### config.mk
export PLATFORM = sky130hd
export DESIGN_NAME = specialkey_scanner_flat
export DESIGN_NICKNAME = d
export VERILOG_FILES = /design/src/rtl/kbd_pkg.sv /design/src/rtl/specialkey_scanner_if.sv /design/src/rtl/specialkey_scanner_pulse_stretch.sv /design/src/rtl/specialkey_scanner.sv /design/src/flat_wrapper.sv
export SDC_FILE = /design/constraint.sdc
export NUM_CORES = 1
export LEC_CHECK = 0
export ABC_AREA = 1
export BUFFER_PORTS_ARGS = -buffer_cell sky130_fd_sc_hd__buf_2
export CAP_MARGIN = 25
export CELL_PAD_IN_SITES_DETAIL_PLACEMENT = 1
export CELL_PAD_IN_SITES_GLOBAL_PLACEMENT = 2
export CORE_AREA = 2 2 107 109
export CTS_BUF_LIST = sky130_fd_sc_hd__clkbuf_8
export CTS_CLUSTER_SIZE = 20
export DETAILED_ROUTE_END_ITERATION = 10
export DIE_AREA = 0 0 109 111
export PLACE_DENSITY = 0.77
export RECOVER_POWER = 100
export REMOVE_ABC_BUFFERS = 1
export SYNTH_ARGS = -nofsm -noshare
export SYNTH_HDL_FRONTEND = slang
export SYNTH_HIERARCHICAL = 1
export SYNTH_SLANG_ARGS = --single-unit
### constraint.sdc
create_clock -name clk -period 2 [get_ports clk]
set_input_delay 0.1 -clock clk [delete_from_list [all_inputs] [get_ports clk]]
set_output_delay 0.1 -clock clk [all_outputs]
set_load 0.1 [all_outputs]
### src/rtl/kbd_pkg.sv
// Shared keyboard definitions: set-2 scancodes, byte-FSM states,
// held-key indices and osd_command bit positions.
package kbd_pkg;

  // Prefix bytes
  localparam logic [7:0] SC_E0   = 8'hE0;
  localparam logic [7:0] SC_E1   = 8'hE1;
  localparam logic [7:0] SC_F0   = 8'hF0;

  // Key codes (ext flag distinguishes left/right and Del/keypad '.')
  localparam logic [7:0] SC_F11  = 8'h78;
  localparam logic [7:0] SC_F12  = 8'h07;
  localparam logic [7:0] SC_SCRL = 8'h7E;
  localparam logic [7:0] SC_CTRL = 8'h14;
  localparam logic [7:0] SC_ALT  = 8'h11;
  localparam logic [7:0] SC_DEL  = 8'h71;

  // Bytes swallowed after E1 (rest of the Pause make/break sequence)
  localparam logic [2:0] PAUSE_SKIP = 3'd7;

  typedef enum logic [2:0] {
    IDLE   = 3'd0,
    EXT    = 3'd1,
    BRK    = 3'd2,
    EXTBRK = 3'd3,
    PAUSE  = 3'd4
  } kbd_state_e;

  // Held-flag vector layout
  localparam int K_F12    = 0;
  localparam int K_F11    = 1;
  localparam int K_SCRL   = 2;
  localparam int K_LCTRL  = 3;
  localparam int K_RCTRL  = 4;
  localparam int K_LALT   = 5;
  localparam int K_RALT   = 6;
  localparam int K_DEL    = 7;
  localparam int NUM_KEYS = 8;

  // osd_command bit positions
  localparam int OSD_SCRL_BIT = 0;
  localparam int OSD_F12_BIT  = 1;
  localparam int OSD_F11_BIT  = 2;

  // One-hot match of a decoded code against the tracked keys
  function automatic logic [NUM_KEYS-1:0] key_match(input logic [7:0] code, input logic ext);
    logic [NUM_KEYS-1:0] m;
    m          = '0;
    m[K_F12]   = !ext && (code == SC_F12);
    m[K_F11]   = !ext && (code == SC_F11);
    m[K_SCRL]  = !ext && (code == SC_SCRL);
    m[K_LCTRL] = !ext && (code == SC_CTRL);
    m[K_RCTRL] =  ext && (code == SC_CTRL);
    m[K_LALT]  = !ext && (code == SC_ALT);
    m[K_RALT]  =  ext && (code == SC_ALT);
    m[K_DEL]   =  ext && (code == SC_DEL);
    return m;
  endfunction

endpackage

### src/rtl/specialkey_scanner_if.sv
// Scancode byte input plus special-key level outputs.
interface specialkey_scanner_if;
  logic [7:0] scan_data;
  logic       scan_valid;
  logic       key_blksbr;
  logic       key_osd;
  logic [7:0] osd_command;
  logic       o_warm_reset;
  logic       o_f11_make;

  // Byte source / consumer side
  modport master (
    output scan_data, scan_valid,
    input  key_blksbr, key_osd, osd_command, o_warm_reset, o_f11_make
  );

  // Scanner side
  modport slave (
    input  scan_data, scan_valid,
    output key_blksbr, key_osd, osd_command, o_warm_reset, o_f11_make
  );
endinterface

### src/rtl/specialkey_scanner_pulse_stretch.sv
// Stretches a single-cycle trigger into a RESET_LEN-cycle level.
// Triggers while the level is already high are dropped (no extension).
module pulse_stretch #(
  parameter logic [15:0] RESET_LEN = 16'd1024
) (
  input  logic clk,
  input  logic reset_n,
  input  logic trig,
  output logic pulse
);

  logic [15:0] cnt;

  // Load on trigger when idle, count down to 0, then drop the level
  always_ff @(posedge clk) begin
    if (!reset_n) begin
      pulse <= 1'b0;
      cnt   <= '0;
    end else if (!pulse) begin
      if (trig) begin
        pulse <= 1'b1;
        cnt   <= RESET_LEN - 16'd1;
      end
    end else if (cnt == '0) begin
      pulse <= 1'b0;
    end else begin
      cnt <= cnt - 16'd1;
    end
  end

endmodule

### src/rtl/specialkey_scanner.sv
// PS/2 set-2 byte stream -> special-key levels (F12, ScrollLock, F11)
// and a Ctrl+Alt+Del warm-reset pulse. Tracks E0/F0 prefixes, swallows
// Pause, ignores typematic repeats, abandons stale prefixes.
module specialkey_scanner
  import kbd_pkg::*;
#(
  parameter logic [23:0] PREFIX_TIMEOUT = 24'd3000000,
  parameter logic [15:0] RESET_LEN      = 16'd1024
) (
  input  logic                 clk,
  input  logic                 reset_n,
  specialkey_scanner_if.slave  kif
);

  kbd_state_e          state;
  logic [2:0]          skip;
  logic [23:0]         tcnt;
  logic [NUM_KEYS-1:0] held;
  logic                f11_make_q;

  logic                ev_make, ev_break, ev_ext;
  logic [NUM_KEYS-1:0] hit;
  logic                ctrl, alt, warm_trig;
  logic [7:0]          osd;

  // Classify the current byte as make / break / prefix for this state
  always_comb begin
    ev_make  = 1'b0;
    ev_break = 1'b0;
    ev_ext   = 1'b0;
    if (kif.scan_valid) begin
      case (state)
        IDLE: ev_make = (kif.scan_data != SC_E0) && (kif.scan_data != SC_F0) &&
                        (kif.scan_data != SC_E1);
        EXT: begin
          ev_make = (kif.scan_data != SC_F0) && (kif.scan_data != SC_E0);
          ev_ext  = 1'b1;
        end
        BRK:    ev_break = 1'b1;
        EXTBRK: begin
          ev_break = 1'b1;
          ev_ext   = 1'b1;
        end
        default: ;
      endcase
    end
  end

  assign hit  = key_match(kif.scan_data, ev_ext);
  assign ctrl = held[K_LCTRL] | held[K_RCTRL];
  assign alt  = held[K_LALT]  | held[K_RALT];
  // Only the fresh press of Del counts, so typematic Del repeats never re-fire
  assign warm_trig = ev_make && hit[K_DEL] && !held[K_DEL] && ctrl && alt;

  // Prefix FSM with idle timeout; a byte always takes priority over timeout
  always_ff @(posedge clk) begin
    if (!reset_n) begin
      state <= IDLE;
      skip  <= '0;
      tcnt  <= '0;
    end else if (kif.scan_valid) begin
      tcnt <= '0;
      case (state)
        IDLE: begin
          if (kif.scan_data == SC_E0)      state <= EXT;
          else if (kif.scan_data == SC_F0) state <= BRK;
          else if (kif.scan_data == SC_E1) begin
            state <= PAUSE;
            skip  <= PAUSE_SKIP;
          end
        end
        EXT: begin
          if (kif.scan_data == SC_F0)      state <= EXTBRK;
          else if (kif.scan_data != SC_E0) state <= IDLE;
        end
        PAUSE: begin
          skip <= skip - 3'd1;
          if (skip == 3'd1) state <= IDLE;
        end
        default: state <= IDLE;
      endcase
    end else if (state != IDLE) begin
      if (tcnt == PREFIX_TIMEOUT - 24'd1) begin
        state <= IDLE;
        tcnt  <= '0;
      end else begin
        tcnt <= tcnt + 24'd1;
      end
    end else begin
      tcnt <= '0;
    end
  end

  // Held flags and the F11 press strobe
  always_ff @(posedge clk) begin
    if (!reset_n) begin
      held       <= '0;
      f11_make_q <= 1'b0;
    end else begin
      f11_make_q <= ev_make && hit[K_F11] && !held[K_F11];
      if (ev_make)       held <= held | hit;
      else if (ev_break) held <= held & ~hit;
    end
  end

  // OSD command word from the held flags
  always_comb begin
    osd               = '0;
    osd[OSD_SCRL_BIT] = held[K_SCRL];
    osd[OSD_F12_BIT]  = held[K_F12];
    osd[OSD_F11_BIT]  = held[K_F11];
  end

  assign kif.key_blksbr  = held[K_F12];
  assign kif.key_osd     = held[K_SCRL];
  assign kif.osd_command = osd;
  assign kif.o_f11_make  = f11_make_q;

  pulse_stretch #(.RESET_LEN(RESET_LEN)) u_warm (
    .clk     (clk),
    .reset_n (reset_n),
    .trig    (warm_trig),
    .pulse   (kif.o_warm_reset)
  );

endmodule

### src/flat_wrapper.sv
// flat-port wrapper written by rule: the top's interface ports become plain ports
module specialkey_scanner_flat import kbd_pkg::*;
#(
  parameter logic [23:0] PREFIX_TIMEOUT = 24'd3000000,
  parameter logic [15:0] RESET_LEN      = 16'd1024
)
  (clk, reset_n, kif_scan_data, kif_scan_valid, kif_key_blksbr, kif_key_osd, kif_osd_command, kif_o_warm_reset, kif_o_f11_make);
  specialkey_scanner_if kif_i ();
  input  logic clk;
  input  logic reset_n;
  input wire logic [$bits(kif_i.scan_data)-1:0] kif_scan_data;
  input wire logic [$bits(kif_i.scan_valid)-1:0] kif_scan_valid;
  output wire logic [$bits(kif_i.key_blksbr)-1:0] kif_key_blksbr;
  output wire logic [$bits(kif_i.key_osd)-1:0] kif_key_osd;
  output wire logic [$bits(kif_i.osd_command)-1:0] kif_osd_command;
  output wire logic [$bits(kif_i.o_warm_reset)-1:0] kif_o_warm_reset;
  output wire logic [$bits(kif_i.o_f11_make)-1:0] kif_o_f11_make;
  assign kif_i.scan_data = kif_scan_data;
  assign kif_i.scan_valid = kif_scan_valid;
  assign kif_key_blksbr = kif_i.key_blksbr;
  assign kif_key_osd = kif_i.key_osd;
  assign kif_osd_command = kif_i.osd_command;
  assign kif_o_warm_reset = kif_i.o_warm_reset;
  assign kif_o_f11_make = kif_i.o_f11_make;
  specialkey_scanner #(.PREFIX_TIMEOUT(PREFIX_TIMEOUT), .RESET_LEN(RESET_LEN)) u_core (.clk(clk), .reset_n(reset_n), .kif(kif_i));
endmodule
==> results.toml, run 1 <==
[clocking]
clock_root_buffer_master = "sky130_fd_sc_hd__clkbuf_8"
clkTransAtPathRegs_ns = 0.12
h_tree_lvl_count = 2
numCtsBuffers = 5
cts_max_path_buffers = 2
clock_latency_late_sink_ns = 0.33
cts_sinks = 56
cts_tree = "yes"
cts.hold.buffers_added = 0

[worst_setup_path]
worst-endpoint-required_ns = 2.28
critical_path_arrival_ns = 2.14
rr_worst_depth = 14
regToRegStartpoint = "u_core/state[1]"
critical_path_class = "flop to flop"
r2r_end = "u_core/u_warm/cnt[14]"
crit_fanout = 3
setup.worst_path.start_class = "flop"
regToRegSetupSlack_ns = 0.14
critPathCaptureType = "flop"

[yosys]
ys_seq_elements = 56
synth_sequential_area_ratio_pct = 33.5
yosys-top-cells-area = "sky130_fd_sc_hd__dfxtp_1 (33%), sky130_fd_sc_hd__nand2_1 (14%), sky130_fd_sc_hd__nor2_1 (9.6%)"
dominantRegCellSynth = "sky130_fd_sc_hd__dfxtp_1"
synth-async-reset-ratio_pct = 0
synthDominantCellAreaShare_pct = 33.5
number_of_flops_mapped_to_enable_cells_by_yosys = 0
synth_cells = 519
synth_area_per_cell_um2 = 6.45
yosys_warnings = 6
ys_top_cells_by_count = "sky130_fd_sc_hd__nand2_1 (126), sky130_fd_sc_hd__nor2_1 (86), sky130_fd_sc_hd__inv_1 (65)"
synthMostInstantiatedCell = "sky130_fd_sc_hd__nand2_1"
post_synth_instance_area_um2 = 3350
synth.lib_cells_used.distinct = 41
yosysTopAreaCell = "sky130_fd_sc_hd__dfxtp_1"

[global_routing]
maximum_number_of_pins_on_one_net_before_global_route_repair = 25
grt_usage_pct = 16.2
grt_overflow = 0
grt_pass1_vias = 3350
first_pass_grt_wire_length_um = 15600
grt_antenna_before_repair = 0

[sta]
hold_viol_final = 0
max_freq_mhz = 536
clock_skew_ns = 0.0119
period_needed_ns = 1.86
timing.final.crit_share_pct = 93.2
finalMaxSlewViolations = 0
final.setup.tns_ns = 0
setup_violations = 0

[placement]
detailedPlacementHpwl_um = 7130
routabilityCongestion = 0.828
placedInstanceArea_um2 = 3640
numPlacedInstances = 682
port-buffer-count = 17

[final_layout]
post-route-cell-area_um2 = 3870
final_layout_size_suffix_gt1_share_pct = 15.9
num_antenna_cells = 0
area_growth_syn_to_layout_pct = 15.6
post_layout_nonfiller_instances = 695
final_net_count = 566

[worst_hold_path]
hold_path_end = "u_core/u_warm/cnt[13]"
worst_hold_startpoint = "reset_n"
holdCritPathClass = "input port to flop"
min_path_cells = 3

[floorplanning]
dieWidth_um = 109
die_area_um2 = 12100
die_height_um = 111
initial_core_util_pct = 30.2
placeableCoreArea_um2 = 11100
fp-row-count = 39
io_pins = 23

[drt]
finalWirelength_um = 9240
detail-route-antenna-nets = 0
drcViolationCount = 0
drt-initial-drc-count = 68
post_dr_wirelength_cell_um = 13.3
route.vias.total = 3320
routed_via_density = 4.78
drt_first_pass_iters = 4

[status]
outcome = "complete, no violations"

[power]
power.static_leakage_uw = 0.00157
worst_ir_drop_vdd_mv = 0.503
power.density_cell_area_nw_per_um2 = 695
report.power.total_uw = 2690

[job]
timing.max_cap.violations = 0
[placed cells by master, fill, tap and decap left out, types with 4 or more instances in the layout]
cell type and instances:
sky130_fd_sc_hd__a21oi_1 31, sky130_fd_sc_hd__a21oi_2 4, sky130_fd_sc_hd__buf_2 17, sky130_fd_sc_hd__buf_4 16, sky130_fd_sc_hd__clkbuf_8 5, sky130_fd_sc_hd__conb_1 5, sky130_fd_sc_hd__dfxtp_1 53, sky130_fd_sc_hd__ha_1 4
sky130_fd_sc_hd__inv_1 62, sky130_fd_sc_hd__inv_2 4, sky130_fd_sc_hd__nand2_1 124, sky130_fd_sc_hd__nand2_2 8, sky130_fd_sc_hd__nand3_1 41, sky130_fd_sc_hd__nand3_2 5, sky130_fd_sc_hd__nand3b_1 5, sky130_fd_sc_hd__nand4_1 11
sky130_fd_sc_hd__nor2_1 84, sky130_fd_sc_hd__nor3_1 10, sky130_fd_sc_hd__o21ai_0 11, sky130_fd_sc_hd__xor2_1 4
[worst max-delay path: stages, from the launching register on]
cell and delay [ns]:
sky130_fd_sc_hd__dfxtp_4 0.37, sky130_fd_sc_hd__buf_4 0.13, sky130_fd_sc_hd__nor3_4 0.18, sky130_fd_sc_hd__inv_2 0.08, sky130_fd_sc_hd__a21oi_4 0.16, sky130_fd_sc_hd__nand2_2 0.08
sky130_fd_sc_hd__nor3_2 0.10, sky130_fd_sc_hd__inv_1 0.09, sky130_fd_sc_hd__nor2_4 0.13, sky130_fd_sc_hd__buf_6 0.11, sky130_fd_sc_hd__a21oi_4 0.04, sky130_fd_sc_hd__buf_4 0.15
sky130_fd_sc_hd__nor2_2 0.09, sky130_fd_sc_hd__nor2_1 0.04, sky130_fd_sc_hd__nor2_1 0.07
[metrics by stage]
stage | setup WS, ns | hold WS (ns) | utilization (%)
after detailed placement | 0.0297 | 0.442 | 32.9
final | 0.136 | 0.123 | 34.9
after floorplan | -0.0706 | 0.198 | -
after global placement | 0.101 | 0.429 | 32.9
after global routing | -0.0258 | 0.126 | 34.9
after CTS | 0.0422 | 0.114 | 33.9
[layout make-up]
cell class / instances / area (µm²)
Tap cell: 143 / 179
Multi-Input combinational cell: 384 / 1930
Fill cell: 1442 / 7210
Clock buffer: 5 / 68.8
Sequential cell: 56 / 1130
Clock inverter: 3 / 47.5
Timing Repair Buffer: 36 / 256
Inverter: 68 / 258
[cells by family after synthesis]
group | share of synthesized area (%)
simple gates | 41.7
buf+inv | 10.7
compound gates | 10.8
flops | 33.5
xor+xnor | 1.83
fa+ha+maj | 1.49
other cells | 0.112
[report_power, final]
group	internal [µW]	switching, µW	total (µW)	leakage (µW)
clock network	378	420	799	0.0000583
logic	248	428	676	0.00106
registers	1170	45.9	1210	0.000453
[timing repair]
action / in CTS / in global routing
buffers inserted: 0 / 5
setup endpoints to repair: 0 / 13
gates resized for setup: 0 / 21
[how the worst max path moves through the flow]
stage | start | endpoint | slack [ns] | cells after the start
floorplan | flop | flop | -0.07 | 2
global placement | kif_scan_data[3] | u_core/u_warm/cnt[14] | 0.10 | 16
detailed placement | kif_scan_data[3] | u_core/u_warm/cnt[12] | 0.03 | 16
CTS | u_core/state[2] | u_core/u_warm/cnt[12] | 0.04 | 12
global route | u_core/state[1] | u_core/u_warm/cnt[14] | -0.03 | 14
finish | u_core/state[1] | u_core/u_warm/cnt[14] | 0.14 | 14
[metal layers]
layer,global-route usage (%),vias to the layer above,wire (µm)
met2,28.2,25,4570
met5,0,-,0
li1,-,1706,-
met3,3.35,6,210
met4,3.59,0,89
met1,20.2,1583,4370
No activity file was read; power rests on OpenSTA's default activity.
==> inputs of run 2 (changes only) <==
- REMOVE_ABC_BUFFERS: 1 -> default
==> run 2 against run 1 <==
Against the previous run: utilization decreased by 0.35 points; cell area decreased by 1.0%; global-route usage about the same; maximum frequency increased by 2.2%; via count increased by 0.96%; final cell count increased by 0.14%; largest power group unchanged; worst hold slack improved by 0.016 ns; flip-flop and latch count unchanged; register-to-register slack improved by 0.04 ns; power decreased by 1.8%.
==> results.toml, run 2 (synthesis gave the netlist of run 1 again) <==
[worst_setup_path]
setup.worst_path.start_class = "flop"
worst-endpoint-required_ns = 2.26
crit_fanout = 4
critical_path_arrival_ns = 2.08
critical_path_class = "flop to flop"
critPathCaptureType = "flop"
regToRegSetupSlack_ns = 0.18

[floorplanning]
io_pins = 23
die_area_um2 = 12100
die_height_um = 111
initial_core_util_pct = 30.2
dieWidth_um = 109
placeableCoreArea_um2 = 11100
fp-row-count = 39

[global_routing]
grt_overflow = 0
grt_antenna_before_repair = 0
first_pass_grt_wire_length_um = 15800
maximum_number_of_pins_on_one_net_before_global_route_repair = 25
grt_pass1_vias = 3429
grt_usage_pct = 16.1

[drt]
route.vias.total = 3352
post_dr_wirelength_cell_um = 13.6
finalWirelength_um = 9460
drt_first_pass_iters = 4
drcViolationCount = 0
detail-route-antenna-nets = 0
routed_via_density = 4.82
drt-initial-drc-count = 138

[job]
timing.max_cap.violations = 0

[clocking]
h_tree_lvl_count = 2
cts_tree = "yes"
clkTransAtPathRegs_ns = 0.10
clock_root_buffer_master = "sky130_fd_sc_hd__clkbuf_8"
numCtsBuffers = 5
clock_latency_late_sink_ns = 0.32
cts_sinks = 56
cts.hold.buffers_added = 0
cts_max_path_buffers = 2

[status]
outcome = "complete, no violations"

[final_layout]
num_antenna_cells = 0
fillers = 1447
leading_cell_types_in_the_layout_fill_and_taps_excluded = "sky130_fd_sc_hd__nand2_1 (124), sky130_fd_sc_hd__nor2_1 (85), sky130_fd_sc_hd__inv_1 (65)"
post_layout_nonfiller_instances = 696
final_core_utilization_pct = 34.6
area_growth_syn_to_layout_pct = 14.4
final_net_count = 567
layout_commonest_cell = "sky130_fd_sc_hd__nand2_1"
final_layout_size_suffix_gt1_share_pct = 15.4

[power]
power.density_cell_area_nw_per_um2 = 689
report.power.total_uw = 2640
power.static_leakage_uw = 0.00157
worst_ir_drop_vdd_mv = 0.309

[sta]
setup_violations = 0
period_needed_ns = 1.82
timing.hold.ws_ns = 0.139
clock_skew_ns = 0.00994
hold_viol_final = 0
max_freq_mhz = 548
finalMaxSlewViolations = 0
timing.final.crit_share_pct = 91.2

[placement]
routabilityCongestion = 0.796
detailedPlacementHpwl_um = 7170
numPlacedInstances = 682
port-buffer-count = 17

[worst_hold_path]
holdCritPathClass = "input port to flop"
-- run 2: repair_timing --
item                       4_1_cts  5_1_grt
setup buffers                    0        5
setup endpoints to repair        0       12
resized for setup                0       13
-- run 2: critical path, stage by stage (launching register included) --
cell and delay, ns:
sky130_fd_sc_hd__dfxtp_2 0.34, sky130_fd_sc_hd__inv_1 0.08, sky130_fd_sc_hd__nand2_2 0.08, sky130_fd_sc_hd__nor2_4 0.12, sky130_fd_sc_hd__nand2_2 0.08, sky130_fd_sc_hd__a21oi_4 0.16, sky130_fd_sc_hd__nand2_2 0.07, sky130_fd_sc_hd__nor3_2 0.10
sky130_fd_sc_hd__inv_1 0.06, sky130_fd_sc_hd__nor2_2 0.15, sky130_fd_sc_hd__buf_6 0.13, sky130_fd_sc_hd__a21oi_4 0.03, sky130_fd_sc_hd__buf_4 0.15, sky130_fd_sc_hd__nor2_1 0.10, sky130_fd_sc_hd__nor2_1 0.05, sky130_fd_sc_hd__nor2_1 0.08
-- run 2: layout make-up --
cell class,count,area (µm²),share of cell area (%)
clock inverters,3,38.8,1.01
repair buffers,36,244,6.37
flip-flops and latches,56,1130,29.4
inverters,68,255,6.66
multi-input cells,385,1920,50.1
well taps,143,179,4.67
clock buffers,5,68.8,1.80
-- run 2: final timing paths --
path,cells after the start,start,endpoint
worst min register to register,1,flop,u_core/kif.o_f11_make
worst min-delay path,3,reset_n,u_core/state[2]
worst max register to register,15,u_core/state[1],u_core/u_warm/cnt[12]
worst max-delay path,15,u_core/state[1],u_core/u_warm/cnt[12]
-- run 2: report_power, final --
| part | switching, µW | leakage [µW] | internal, µW | total [µW] |
|---|---|---|---|---|
| Sequential | 33.0 | 0.000453 | 1170 | 1200 |
| Clock | 382 | 0.0000593 | 368 | 750 |
| Combinational | 422 | 0.00106 | 270 | 692 |
| Total | 837 | 0.00157 | 1800 | 2640 |
-- run 2: routing by layer --
metal | share of wire [%] | GRT usage, % | vias up
met5 | 0 | 0 | -
met4 | 1.6 | 5.30 | 0
met3 | 2.3 | 2.70 | 13
met2 | 52 | 28.9 | 36
met1 | 44 | 19.2 | 1590
li1 | - | - | 1713
-- run 2: metrics by stage --
| step | TNS [ns] | setup WS, ns | instance area, µm² |
|---|---|---|---|
| finish | 0 | 0.176 | 3830 |
| global route | -0.0335 | -0.0335 | 3830 |
| CTS | 0 | 0.0251 | 3750 |
| detailed placement | 0 | 0.0489 | 3640 |
| global placement | 0 | 0.117 | 3640 |
| floorplan | 0 | 0.0366 | 3360 |
